<file path="config.mk">
export PLATFORM = sky130hd
export DESIGN_NAME = linear_layer_bwd
export DESIGN_NICKNAME = d
export VERILOG_FILES = /design/src/rtl/linear_layer_bwd.sv
export SDC_FILE = /design/constraint.sdc
export NUM_CORES = 1
export LEC_CHECK = 0
export ABC_AREA = 1
export BUFFER_PORTS_ARGS = -buffer_cell sky130_fd_sc_hd__buf_2
export CELL_PAD_IN_SITES_DETAIL_PLACEMENT = 1
export CELL_PAD_IN_SITES_GLOBAL_PLACEMENT = 1
export CORE_ASPECT_RATIO = 1.1
export CORE_MARGIN = 2
export CORE_UTILIZATION = 41
export DETAILED_ROUTE_END_ITERATION = 6
export GPL_TIMING_DRIVEN = 1
export PLACE_DENSITY_LB_ADDON = 0.1
export SLEW_MARGIN = 20
export SYNTH_ARGS = -nofsm -noshare
export SYNTH_HDL_FRONTEND = slang
export SYNTH_SLANG_ARGS = --single-unit
export TNS_END_PERCENT = 100
</file>
<file path="constraint.sdc">
create_clock -name clk -period 5.8 [get_ports clk]
set_clock_uncertainty 0.15 [all_clocks]
set_input_delay 1.16 -clock clk [delete_from_list [all_inputs] [get_ports clk]]
set_output_delay 1.16 -clock clk [all_outputs]
set_load 0.01 [all_outputs]
</file>
<file path="src/rtl/linear_layer_bwd.sv">
// Backward pass of a fixed-point linear layer: grad_in = (W^T * grad_out) >>> FRAC, one weight row per cycle.
// Define LINEAR_LAYER_BWD_SAT_EN to saturate each lane to WIDTH bits instead of wrapping.
module linear_layer_bwd #(
  parameter int WIDTH = 16,
  parameter int NIN   = 4,
  parameter int NOUT  = 4,
  parameter int FRAC  = 8,
  parameter logic [WIDTH*NIN*NOUT-1:0] WEIGHTS_MATRIX_FLAT = '0
) (
  input  logic                    clk,
  input  logic                    rst_n,
  input  logic signed [WIDTH-1:0] grad_out [0:NOUT-1],
  input  logic                    in_valid,
  output logic                    in_ready,
  output logic signed [WIDTH-1:0] grad_in [0:NIN-1],
  output logic                    out_valid,
  input  logic                    out_ready
);
  localparam int PW = 2 * WIDTH;
  localparam int AW = 2 * WIDTH + $clog2(NOUT) + 1;
  localparam int RW = (NOUT > 1) ? $clog2(NOUT) : 1;
  localparam logic [RW-1:0] LAST_ROW = RW'(NOUT - 1);

  typedef enum logic [1:0] {IDLE, ACCUM, DONE} state_t;

  state_t                  state_q, state_d;
  logic [RW-1:0]           row_q, row_d;
  logic signed [WIDTH-1:0] gbuf_q [NOUT];
  logic signed [WIDTH-1:0] gbuf_d [NOUT];
  logic signed [AW-1:0]    acc_q [NIN];
  logic signed [AW-1:0]    acc_d [NIN];
  logic signed [AW-1:0]    acc_sum [NIN];
  logic signed [WIDTH-1:0] gin_q [NIN];
  logic signed [WIDTH-1:0] gin_d [NIN];
  logic signed [WIDTH-1:0] gin_red [NIN];
  logic signed [WIDTH-1:0] w_arr [NOUT][NIN];
  logic signed [WIDTH-1:0] g_sel;

  // Unpack the layer-layout weight vector: row 0 and element 0 sit at the most significant end.
  generate
    for (genvar ri = 0; ri < NOUT; ri++) begin : g_row
      for (genvar ci = 0; ci < NIN; ci++) begin : g_col
        assign w_arr[ri][ci] = WEIGHTS_MATRIX_FLAT[(NIN*(NOUT-ri)-1-ci)*WIDTH +: WIDTH];
      end
    end
  endgenerate

  assign g_sel = gbuf_q[row_q];

  generate
    for (genvar gi = 0; gi < NIN; gi++) begin : g_lane
      logic signed [PW-1:0]    prod;
      logic signed [WIDTH-1:0] red;

      assign prod        = PW'(w_arr[row_q][gi]) * PW'(g_sel);
      assign acc_sum[gi] = acc_q[gi] + AW'(prod);

`ifdef LINEAR_LAYER_BWD_SAT_EN
      localparam logic signed [AW-1:0] SAT_MAX = {{(AW-WIDTH+1){1'b0}}, {(WIDTH-1){1'b1}}};
      localparam logic signed [AW-1:0] SAT_MIN = {{(AW-WIDTH+1){1'b1}}, {(WIDTH-1){1'b0}}};
      logic signed [AW-1:0] shifted;

      assign shifted = acc_sum[gi] >>> FRAC;
      always_comb begin
        if (shifted > SAT_MAX) begin
          red = SAT_MAX[WIDTH-1:0];
        end else if (shifted < SAT_MIN) begin
          red = SAT_MIN[WIDTH-1:0];
        end else begin
          red = shifted[WIDTH-1:0];
        end
      end
`else
      assign red = WIDTH'(acc_sum[gi] >>> FRAC);
`endif

      assign gin_red[gi] = red;
      assign grad_in[gi] = gin_q[gi];
    end
  endgenerate

  always_comb begin
    state_d = state_q;
    row_d   = row_q;
    for (int i = 0; i < NOUT; i++) gbuf_d[i] = gbuf_q[i];
    for (int j = 0; j < NIN; j++) begin
      acc_d[j] = acc_q[j];
      gin_d[j] = gin_q[j];
    end
    case (state_q)
      IDLE: begin
        if (in_valid) begin
          for (int i = 0; i < NOUT; i++) gbuf_d[i] = grad_out[i];
          for (int j = 0; j < NIN; j++) acc_d[j] = '0;
          row_d   = '0;
          state_d = ACCUM;
        end
      end
      ACCUM: begin
        for (int j = 0; j < NIN; j++) acc_d[j] = acc_sum[j];
        row_d = row_q + RW'(1);
        // The last row's products are folded straight into the result registers.
        if (row_q == LAST_ROW) begin
          for (int j = 0; j < NIN; j++) gin_d[j] = gin_red[j];
          row_d   = '0;
          state_d = DONE;
        end
      end
      DONE: begin
        if (out_ready) state_d = IDLE;
      end
      default: state_d = IDLE;
    endcase
  end

  always_ff @(posedge clk or negedge rst_n) begin
    if (!rst_n) begin
      state_q <= IDLE;
      row_q   <= '0;
      for (int i = 0; i < NOUT; i++) gbuf_q[i] <= '0;
      for (int j = 0; j < NIN; j++) begin
        acc_q[j] <= '0;
        gin_q[j] <= '0;
      end
    end else begin
      state_q <= state_d;
      row_q   <= row_d;
      for (int i = 0; i < NOUT; i++) gbuf_q[i] <= gbuf_d[i];
      for (int j = 0; j < NIN; j++) begin
        acc_q[j] <= acc_d[j];
        gin_q[j] <= gin_d[j];
      end
    end
  end

  assign in_ready  = (state_q == IDLE);
  assign out_valid = (state_q == DONE);
endmodule

</file>
Yosys cells after proc, flatten, opt, wreduce, memory -nomap -nowiden. Index checks and enable logic that the tools add are counted.

Input port bits: 68. Logic and storage cells: 52. Output and inout port bits: 66. Flip-flop bits (word level): 272.

Mux-type cells: 15. $lt $le $gt $ge: 1. $add $sub $neg: 5. Bitwise gates (word level): 1. Equal/unequal tests: 6. Multipliers: 4. Reductions and logical operators: 6.

Operator list (count): $pmux W140 S2 (1); $add A35 B32 Y35 (4); $mux W140 (1); $bmux W64 S2 (1); $mul A16 B16 Y32 (4); $mux W64 (2); $bmux W16 S2 (1); $mux W16 (2); $mux W2 (5); $pmux W2 S3 (1); $reduce_and A2 Y1 (3); $eq A2 B2 Y1 const B (2); $ne A2 B2 Y1 const B (2); $pmux W2 S2 (1); $ge A3 B3 Y1 const B (1); $not A2 Y3 (1); $reduce_and A3 Y1 (1); $add A2 B1 Y2 const B (1); $eq A2 B1 Y1 const B (1); $logic_not A2 Y1 (1); $ne A2 B1 Y1 const B (1); $reduce_bool A2 Y1 (1).

Longest topological paths before layout. Gate-level depths: netlist of run 1.

Word-level depth: 7. Mapped depth: 20. Gate-level depth less buffers: 19.

Least setup slack after synthesis of run 1. Ideal clock, no wire load.

Kind: register to register. From: reg row_q[0]. To: reg acc_q[126] (netlist name). Library setup time: 0.133 ns. Cell stages (with the launch flop): 17. Setup slack: 1.733 ns. Data required time: 5.517 ns. Clock period less this slack: 4.067 ns. Arrival: 3.784 ns. Path through: dfrtp_1 > inv_2 > nand2_2 > nand3_4 > nand2_4 > buf_12 > inv_1 > ha_1 > ha_1 > ha_1 > ha_1 > fa_1 > inv_1 > fa_1 > o21ai_0 > xnor2_1 > o21ai_0.

Longest elaborated chain between the ends: 7.

RTL lines: start, declared (line 27) `logic [RW-1:0] row_q, row_d;`; start signal, assigned (line 127) `row_q <= row_d;`; $not A2 Y3 (implied by the code) (*) (line 48, 55); $bmux W64 S2 or $bmux W16 S2 (tied branches) (line 55, 48); $mux W64 or $mux W16 (tied branches) (2 in a row); $mul A16 B16 Y32 (*) (line 55) `assign prod = PW'(w_arr[row_q][gi]) * PW'(g_sel);`; $add A35 B32 Y35 (*) (line 56) `assign acc_sum[gi] = acc_q[gi] + AW'(prod);`; $pmux W140 S2 (*) (line 90) `case (state_q)`; end signal, assigned by index (line 130) `acc_q[j] <= acc_d[j];`; end, declared (line 30) `logic signed [AW-1:0] acc_q [NIN];`.

Mark *: on every way between the ends. The rest lies on a longest branch, timed or not. The select of a mux whose other input is x is not followed. A chain may end at the register's enable or synchronous reset.

Worst setup path after layout of run 1.
From: reg row_q[0]. To: reg acc_q[128] (netlist name).

The elaborated chain is that of the path after synthesis.

==> results of run 1 <==
area by class of cell:
type,instances,area [sq um]
Clock buffer,13,270
Fill cell,1556,7160
Inverter,50,188
Tap cell,161,201
Sequential cell,80,2000
Timing Repair Buffer,48,250
Multi-Input combinational cell,441,3070
Clock inverter,3,15.0
worst min-delay path, stage by stage (launching register included):
cell and delay, ns:
dfrtp_1 0.34, nand2_1 0.06, o21ai_2 0.05
layer usage:
| metal | share of wire (%) | vias to the layer above | GRT usage, % | wire length [um] |
|---|---|---|---|---|
| li1 | - | 1974 | - | - |
| met1 | 47 | 1932 | 23.7 | 5600 |
| met2 | 49 | 60 | 30.8 | 5750 |
| met3 | 2.7 | 13 | 2.62 | 315 |
| met4 | 1.5 | 0 | 6.03 | 178 |
| met5 | 0 | - | 0 | 0 |
stage by stage:
stage | hold WS [ns] | std cells | utilization (%) | cell area [sq um] | setup WS [ns]
after global routing | 0.349 | 796 | 45.6 | 6000 | 1.04
after global placement | 0.310 | 780 | 43.4 | 5720 | 1.43
after detailed placement | 0.314 | 780 | 43.4 | 5720 | 1.37
after floorplan | 0.299 | 613 | - | 5590 | 1.73
after CTS | 0.328 | 796 | 45.6 | 6000 | 1.33
final | 0.325 | 796 | 45.6 | 6000 | 1.42
synthesized netlist by cell type (4+ instances only):
| cell type | number | area share [%] |
|---|---|---|
| a21oi_1 | 12 | 1.1 |
| a31oi_1 | 4 | 0.46 |
| buf_2 | 4 | 0.36 |
| buf_4 | 28 | 3.8 |
| buf_6 | 6 | 1.2 |
| dfrtp_1 | 80 | 36 |
| fa_1 | 8 | 2.9 |
| ha_1 | 93 | 21 |
| inv_1 | 45 | 3.1 |
| inv_2 | 5 | 0.34 |
| nand2_1 | 134 | 9.2 |
| nand2_2 | 8 | 0.91 |
| nand3_1 | 27 | 2.5 |
| nand3_2 | 5 | 0.91 |
| nand3b_1 | 8 | 1.1 |
| nand4_1 | 4 | 0.46 |
| nor2_1 | 14 | 0.96 |
| nor3_1 | 4 | 0.36 |
| o21ai_0 | 30 | 2.7 |
| o21ai_1 | 15 | 1.4 |
| o21ai_2 | 16 | 2.6 |
| xnor2_1 | 8 | 1.3 |
| xor2_1 | 12 | 1.9 |
cell usage in the layout, fill, tap and decap left out, types with 2 or more instances in the layout:
| cell | count |
|---|---|
| inv_2 | 5 |
| xor2_1 | 12 |
| a21oi_1 | 12 |
| nand3_4 | 2 |
| clkbuf_16 | 9 |
| inv_1 | 45 |
| nand2_2 | 8 |
| o21ai_0 | 30 |
| clkinv_2 | 3 |
| buf_2 | 44 |
| fa_1 | 8 |
| nand3_2 | 5 |
| nor2_1 | 14 |
| dfrtp_1 | 80 |
| a31oi_1 | 4 |
| nand3_1 | 27 |
| o21ai_1 | 15 |
| xnor2_1 | 8 |
| buf_4 | 4 |
| nand3b_1 | 8 |
| nand4_1 | 4 |
| a21o_1 | 3 |
| nand2_1 | 134 |
| nor3_1 | 4 |
| o21ai_2 | 16 |
| clkbuf_8 | 3 |
| ha_1 | 93 |
| conb_1 | 28 |
state kept, by name, summed over array words and instances, names as in the netlist:
name / flops
grad_in: 36
state_q: 2
row_q: 2
acc_q: 36
gbuf_q: 4
worst paths after layout:
| path | slack [ns] | cells after the start | from | endpoint |
|---|---|---|---|---|
| max | 1.42 | 17 | row_q[0]$_DFFE_PN0P_ | acc_q[128]$_DFFE_PN0P_ |
| min | 0.32 | 2 | grad_in[8]$_DFFE_PN0P_ | grad_in[8]$_DFFE_PN0P_ |
| max reg2reg | 1.42 | 17 | row_q[0]$_DFFE_PN0P_ | acc_q[128]$_DFFE_PN0P_ |
| min reg2reg | 0.32 | 2 | grad_in[8]$_DFFE_PN0P_ | grad_in[8]$_DFFE_PN0P_ |
| max in group asynchronous | 3.89 | 2 | rst_n | acc_q[50]$_DFFE_PN0P_ |
| min in group asynchronous | 0.57 | 1 | rst_n | acc_q[91]$_DFFE_PN0P_ |
logic make-up (layout without fill, tap and decap cells):
group,count (synthesis),in the layout,synth area share (%)
and+or+nand+nor,210,210,17.8
adders and majority gates,101,101,24.1
buffers and inverters,92,114,9.41
AOI/OAI and AO/OA,82,82,8.93
DFF,80,80,36.5
xor gates and xnor gates,20,20,3.19
other,1,28,0.0683
==> out/metrics.cfg, run 1 <==
[run_status]
status = finished, final reports clean

[yosys]
synth_edf_count = 0
async_flop_share_pct = 100
synth_area_sq_um = 5490
synth-seq-cells = 80
ys_types = 34
postSynthCellCount = 586
ys_seq_area_share_pct = 36.5
syn_avg_cell_area_sq_um = 9.37
ys.flop_type = dfrtp_1
yosysWarnings = 0

[sta]
setup_viol = 0
fin_crit_ns = 4.38
worstMarginPinSlew_ns = 0.945
tns_ns = 0
clock.fmax_mhz = 228
rsz0062_at_grt = no
finalMaxSlewViolations = 0
period_share_pct = 75.6
finalHoldViolCount = 0
maxSlewHeadroom_pct = 36.8

[routing]
ant_nets = 0
drcViolationCount = 0
drt_iter0_drc = 122
wirelength_um = 11800
drtPass1Iterations = 5
vias = 3979
wire_per_inst_um = 14.9
vias_per_cell = 5.00

[cts]
ctsResizeCount = 0
cts.path.max_buffers = 2
clock-sinks = 80
clk_pin_slew_ns = 0.06
cts_setup_buffers = 0
postCtsHoldBufs = 0
clkLatencyLatePin_ns = 0.34
cts_tree = done
cts_max_level = 3
cts-root-buf = clkbuf_16
cts_buffers = 9

[critical_path]
end_kind = flip-flop
cp_max_fo = 20
critPathMostFrequentCell = ha_1
slowest_delay_ns = 0.53
worstPathArrival_ns = 4.46
crit_family = adder cells
cp_slowest_cell = fa_1
cp.required_ns = 5.88
path_buf_inv = 3
cp_cell_sequence = nand2_1 -> nand3_4 -> nand2_4 -> inv_1 -> ha_1 -> ha_1 -> ha_1 -> ha_1 -> fa_1 -> inv_1 -> fa_1 -> nor3_1 -> nor2_1 -> inv_1 -> nand2_1 -> nand3_1 -> nand2_1
worst_setup_path_start_kind = flip-flop
worst-setup-path-type = flip-flop to flip-flop

[die]
fp-row-count = 44
initial_core_util_pct = 41.7
die_w_um = 114
core_sq_um = 13200
die_h_um = 125
dieArea_sq_um = 14300
pin_count = 134

[global_route]
grt_pass1_wl_um = 20500
grt_pass1_vias = 4269
grt_usage_pct = 18.1
grt_max_degree = 56
antenna_found_initial = 0
grt-ovfl-total = 0

[place]
gp_congestion = 0.780
io_buffers = 45
hpwl_um = 8590

[finish]
nets = 799
diodes = 0
drive_above_1_share_pct = 16.2
syn_to_final_growth_pct = 9.27

[min_path]
hp-class = flip-flop to flip-flop

[run]
cap_viol_max_count = 0

Power of run 1 is left out: the tool's default activity adds up to more than one toggle a clock period on the data nets, which glitch-free logic cannot reach.
==> inputs of run 2 (changes only) <==
Clock period 5.8 ns to 4.4 ns, I/O delays scaled along.
==> run 2 against run 1 <==
Compared with the run above:
- sequential cell count did not move
- hold slack lost 0.0028 ns
- register-to-register slack worse by 0.96 ns
- final cell count rose by 0.38%
- critical endpoint is now grad_in[63]$_DFFE_PN0P_
- highest routed layer unchanged
==> out/metrics.cfg, run 2 (synthesized netlist as in run 1, its figures left out) <==
[run_status]
status = finished, final reports clean  ; unchanged

[sta]
fin_crit_ns = 3.94  ; was 4.38 ns
period_share_pct = 89.5  ; was 75.6%
rsz0062_at_grt = no  ; unchanged
tns_ns = 0  ; unchanged
finalHoldViolCount = 0  ; unchanged
maxSlewHeadroom_pct = 35.7  ; was 36.8%
worstMarginPinSlew_ns = 0.962  ; was 0.945 ns
finalMaxSlewViolations = 0  ; unchanged
clock.fmax_mhz = 254  ; was 228 MHz
setup_viol = 0  ; unchanged
finalHoldWorstSlack_ns = 0.322  ; was 0.325 ns

[global_route]
grt_max_degree = 81  ; was 56
antenna_found_initial = 0  ; unchanged
grt_pass1_vias = 4272  ; was 4269
grt_usage_pct = 18.6  ; was 18.1%
grt-ovfl-total = 0  ; unchanged
grt_pass1_wl_um = 21100  ; was 20500 um

[critical_path]
reg2reg_depth = 17  ; unchanged
worstPathArrival_ns = 4.03  ; was 4.46 ns
worst-setup-path-type = flip-flop to flip-flop  ; unchanged
cp_max_fo = 9  ; was 20
rrSetupSlack_ns = 0.46  ; was 1.42 ns
cp.required_ns = 4.49  ; was 5.88 ns
path_buf_inv = 3  ; unchanged
slowest_delay_ns = 0.56  ; was 0.53 ns
cp_cell_sequence = nand2_1 -> nand3_4 -> nand2_4 -> inv_1 -> ha_1 -> ha_1 -> ha_1 -> ha_1 -> fa_1 -> inv_1 -> fa_1 -> nor3_1 -> nor2_1 -> inv_1 -> nand2_1 -> nand3_1 -> nand2_1  ; unchanged
end_kind = flip-flop  ; unchanged
cp_slowest_cell = fa_1  ; unchanged
rr_endpoint = grad_in[63]$_DFFE_PN0P_  ; was acc_q[128]$_DFFE_PN0P_
worst_setup_path_start_kind = flip-flop  ; unchanged
r2r_start = row_q[0]$_DFFE_PN0P_  ; unchanged
crit_family = adder cells  ; unchanged
critPathMostFrequentCell = ha_1  ; unchanged

[cts]
cts_buffers = 9  ; unchanged
clk_pin_slew_ns = 0.06  ; about the same
cts_max_level = 3  ; unchanged
clkLatencyLatePin_ns = 0.34  ; about the same
cts-root-buf = clkbuf_16  ; unchanged
postCtsHoldBufs = 0  ; unchanged
cts_tree = done  ; unchanged
ctsResizeCount = 0  ; unchanged
cts.path.max_buffers = 2  ; unchanged
clock-sinks = 80  ; unchanged
cts_setup_buffers = 0  ; unchanged

[routing]
drtPass1Iterations = 4  ; was 5
vias_per_cell = 5.03  ; was 5.00
drt_iter0_drc = 118  ; was 122
wirelength_um = 12100  ; was 11800 um
drcViolationCount = 0  ; unchanged
vias = 4021  ; was 3979
wire_per_inst_um = 15.2  ; was 14.9 um
ant_nets = 0  ; unchanged

[die]
initial_core_util_pct = 41.7  ; unchanged
dieArea_sq_um = 14300  ; unchanged
core_sq_um = 13200  ; unchanged
die_w_um = 114  ; unchanged
die_h_um = 125  ; unchanged
pin_count = 134  ; unchanged
fp-row-count = 44  ; unchanged

[finish]
nFillCells = 1561  ; was 1556
instances_no_fill = 799  ; was 796
diodes = 0  ; unchanged
syn_to_final_growth_pct = 10.4  ; was 9.27%
finalInstanceArea_sq_um = 6060  ; was 6000 sq um
layout_common_cells = 134 x nand2_1, 93 x ha_1, 80 x dfrtp_1, 45 x inv_1, 44 x buf_2  ; unchanged
final_common_cell = nand2_1  ; unchanged
nets = 802  ; was 799
drive_above_1_share_pct = 16.6  ; was 16.2%

[min_path]
min_to = grad_in[47]$_DFFE_PN0P_  ; was grad_in[8]$_DFFE_PN0P_
hp-class = flip-flop to flip-flop  ; unchanged
hold_depth = 2  ; unchanged
min_from = grad_in[47]$_DFFE_PN0P_  ; was grad_in[8]$_DFFE_PN0P_

[place]
io_buffers = 45  ; unchanged
dp.cells = 783  ; was 780
gp_congestion = 0.757  ; was 0.780
place_area_sq_um = 5740  ; was 5720 sq um
hpwl_um = 8620  ; was 8590 um

[run]
cap_viol_max_count = 0  ; unchanged

## run 2: how the worst max path moves through the flow
stage	depth (start not counted)	endpoint	from	slack, ns
finish	17	grad_in[63]$_DFFE_PN0P_	row_q[0]$_DFFE_PN0P_	0.46
global route	17	acc_q[128]$_DFFE_PN0P_	row_q[0]$_DFFE_PN0P_	0.11
CTS	17	acc_q[128]$_DFFE_PN0P_	row_q[0]$_DFFE_PN0P_	0.40
detailed placement	14	acc_q[56]$_DFFE_PN0P_	row_q[0]$_DFFE_PN0P_	0.47
global placement	17	acc_q[128]$_DFFE_PN0P_	row_q[0]$_DFFE_PN0P_	0.53
floorplan	16	acc_q[126]$_DFFE_PN0P_	row_q[0]$_DFFE_PN0P_	0.33
## run 2: per-stage QoR
| stage | utilization, % | setup WS, ns |
|---|---|---|
| finish | 46.1 | 0.461 |
| detailed placement | 43.6 | 0.468 |
| floorplan | - | 0.333 |
| CTS | 46.1 | 0.399 |
| global placement | 43.6 | 0.533 |
| global route | 46.1 | 0.112 |
## run 2: final cells by class
type	count	area [sq um]	share of cell area [%]
multi-input cells	441	3070	50.7
flip-flops and latches	80	2000	33.0
repair buffers	51	277	4.56
clock buffers	11	243	4.00
well taps	161	201	3.32
inverters	50	188	3.09
clock inverters	5	80.1	1.32
## run 2: worst register-to-register path, stage by stage, from the launching register on
cell     delay [ns]
dfrtp_1        0.45
nand2_1        0.15
nand3_4        0.15
nand2_4        0.11
inv_1          0.18
ha_1           0.26
ha_1           0.19
ha_1           0.27
ha_1           0.20
fa_1           0.56
inv_1          0.08
fa_1           0.49
nor3_1         0.22
nor2_1         0.12
inv_1          0.07
nand2_1        0.06
nand3_1        0.08
nand2_1        0.05
## run 2: metal layers
layer	part of all wire (%)	up-vias	global-route usage [%]	wire length (um)
li1	-	1987	-	-
met1	47	1957	24.4	5750
met2	48	66	31.2	5820
met3	3.1	11	3.10	372
met4	1.5	0	6.17	180
met5	0	-	0	0
Power of run 2 is left out for the same reason.
==> inputs of run 3 (changes only) <==
Settings changed: CORE_ASPECT_RATIO 1.1 to default, CORE_UTILIZATION 41 to 42.
Clock period 4.4 ns to 5.05 ns, I/O delays scaled along.
==> run 3 against run 2 <==
Compared with the run above:
- wire length decreased by 1.6%
- sequential share of layout area increased by 0.23 points
- critical path type unchanged
- sequential cell count is the same
- non-clock buffer count is 2 lower
- global-route usage fell by 0.29 points
- maximum frequency fell by 3.9%
- count of clock-buffer cells in the layout up 2
==> out/metrics.cfg, run 3 (synthesized netlist as in run 1, its figures left out) <==
[place]
io_buffers = 45  ; unchanged
gp_congestion = 0.746  ; was 0.757
hpwl_um = 8610  ; was 8620 um

[min_path]
hp-class = flip-flop to flip-flop  ; unchanged
min_from = grad_in[15]$_DFFE_PN0P_  ; was grad_in[47]$_DFFE_PN0P_
hold_depth = 2  ; unchanged
min_to = grad_in[15]$_DFFE_PN0P_  ; was grad_in[47]$_DFFE_PN0P_

[routing]
vias_per_cell = 4.90  ; was 5.03
drtPass1Iterations = 4  ; unchanged
wirelength_um = 11900  ; was 12100 um
vias = 3961  ; was 4021
drt_iter0_drc = 112  ; was 118
wire_per_inst_um = 14.8  ; was 15.2 um
drcViolationCount = 0  ; unchanged
ant_nets = 0  ; unchanged

[cts]
cts_setup_buffers = 0  ; unchanged
ctsResizeCount = 0  ; unchanged
cts.path.max_buffers = 2  ; unchanged
cts_tree = done  ; unchanged
postCtsHoldBufs = 0  ; unchanged
cts-root-buf = clkbuf_16  ; unchanged
clock-sinks = 80  ; unchanged
cts_max_level = 3  ; unchanged
clkLatencyLatePin_ns = 0.35  ; was 0.34 ns
clk_pin_slew_ns = 0.06  ; about the same
cts_buffers = 9  ; unchanged

[global_route]
grt_pass1_wl_um = 20700  ; was 21100 um
grt-ovfl-total = 0  ; unchanged
grt_max_degree = 56  ; was 81
grt_pass1_vias = 4250  ; was 4272
grt_usage_pct = 18.3  ; was 18.6%
antenna_found_initial = 0  ; unchanged

[finish]
nets = 800  ; was 802
drive_above_1_share_pct = 16.4  ; was 16.6%
finish.utilization_pct = 47.5  ; was 46.1%
diodes = 0  ; unchanged
nFillCells = 1525  ; was 1561
final_common_cell = nand2_1  ; unchanged
syn_to_final_growth_pct = 9.66  ; was 10.4%
layout_common_cells = 134 x nand2_1, 93 x ha_1, 80 x dfrtp_1, 45 x inv_1, 44 x buf_2  ; unchanged

[run]
cap_viol_max_count = 0  ; unchanged

[critical_path]
crit_family = adder cells  ; unchanged
path_buf_inv = 2  ; was 3
cp_max_fo = 13  ; was 9
cp_slowest_cell = fa_1  ; unchanged
worst_setup_path_start_kind = flip-flop  ; unchanged
rrSetupSlack_ns = 0.95  ; was 0.46 ns
worst-setup-path-type = flip-flop to flip-flop  ; unchanged
cp.required_ns = 5.10  ; was 4.49 ns
end_kind = flip-flop  ; unchanged
r2r_start = row_q[0]$_DFFE_PN0P_  ; unchanged
slowest_delay_ns = 0.53  ; was 0.56 ns
rr_endpoint = acc_q[126]$_DFFE_PN0P_  ; was grad_in[63]$_DFFE_PN0P_
critPathMostFrequentCell = ha_1  ; unchanged
cp_cell_sequence = nand2_1 -> nand3_4 -> nand2_4 -> inv_1 -> ha_1 -> ha_1 -> ha_1 -> ha_1 -> fa_1 -> inv_1 -> fa_1 -> o21ai_0 -> xnor2_1 -> o21ai_0  ; was nand2_1 -> nand3_4 -> nand2_4 -> inv_1 -> ha_1 -> ha_1 -> ha_1 -> ha_1 -> fa_1 -> inv_1 -> fa_1 -> nor3_1 -> nor2_1 -> inv_1 -> nand2_1 -> nand3_1 -> nand2_1
worstPathArrival_ns = 4.15  ; was 4.03 ns
reg2reg_depth = 14  ; was 17

[sta]
period_share_pct = 81.1  ; was 89.5%
maxSlewHeadroom_pct = 36.9  ; was 35.7%
tns_ns = 0  ; unchanged
fin_crit_ns = 4.10  ; was 3.94 ns
finalHoldViolCount = 0  ; unchanged
setup_viol = 0  ; unchanged
clock.fmax_mhz = 244  ; was 254 MHz
finalMaxSlewViolations = 0  ; unchanged
worstMarginPinSlew_ns = 0.944  ; was 0.962 ns
rsz0062_at_grt = no  ; unchanged

[run_status]
status = finished, final reports clean  ; unchanged

[die]
pin_count = 134  ; unchanged
initial_core_util_pct = 43.3  ; was 41.7%
die_w_um = 118  ; was 114 um
fp-row-count = 41  ; was 44
die_h_um = 118  ; was 125 um
core_sq_um = 12700  ; was 13200 sq um
dieArea_sq_um = 14000  ; was 14300 sq um

-- run 3: per-layer routing --
layer	GRT usage, %	vias to the layer above	share of wire (%)
met5	0	-	0
met4	3.99	0	0.82
met3	5.55	9	3.6
met2	30.3	52	48
met1	23.6	1920	48
li1	-	1980	-
-- run 3: worst max-delay path by stage --
| stage | startpoint | end | slack (ns) | cells past startpoint |
|---|---|---|---|---|
| detailed placement | row_q[0]$_DFFE_PN0P_ | grad_in[45]$_DFFE_PN0P_ | 0.96 | 15 |
| global route | row_q[0]$_DFFE_PN0P_ | acc_q[128]$_DFFE_PN0P_ | 0.63 | 17 |
| finish | row_q[0]$_DFFE_PN0P_ | acc_q[126]$_DFFE_PN0P_ | 0.95 | 14 |
| global placement | row_q[0]$_DFFE_PN0P_ | acc_q[128]$_DFFE_PN0P_ | 1.05 | 17 |
| floorplan | row_q[0]$_DFFE_PN0P_ | acc_q[126]$_DFFE_PN0P_ | 0.98 | 16 |
| CTS | row_q[0]$_DFFE_PN0P_ | acc_q[128]$_DFFE_PN0P_ | 0.95 | 17 |
-- run 3: worst min-delay path, delay by kind of cell (launching register included) --
kind | cells | cell delay, ns
flops | 1 | 0.34
simple gates | 2 | 0.10
-- run 3: metrics by stage --
step / cell area [sq um] / instances / hold WS, ns / setup slack [ns]
after floorplan: 5590 / 613 / 0.299 / 0.983
after detailed placement: 5740 / 792 / 0.313 / 0.961
final: 6020 / 808 / 0.322 / 0.954
after global placement: 5740 / 792 / 0.307 / 1.05
after global routing: 6020 / 808 / 0.343 / 0.633
after CTS: 6020 / 808 / 0.330 / 0.948
-- run 3: layout make-up --
type / instances / area, sq um / share of cell area (%)
well taps: 172 / 215 / 3.57
clock inverters: 3 / 15.0 / 0.249
repair buffers: 49 / 258 / 4.28
clock buffers: 13 / 270 / 4.49
multi-input cells: 441 / 3070 / 51.0
flip-flops and latches: 80 / 2000 / 33.2
inverters: 50 / 188 / 3.12
Power of run 3 is left out for the same reason.
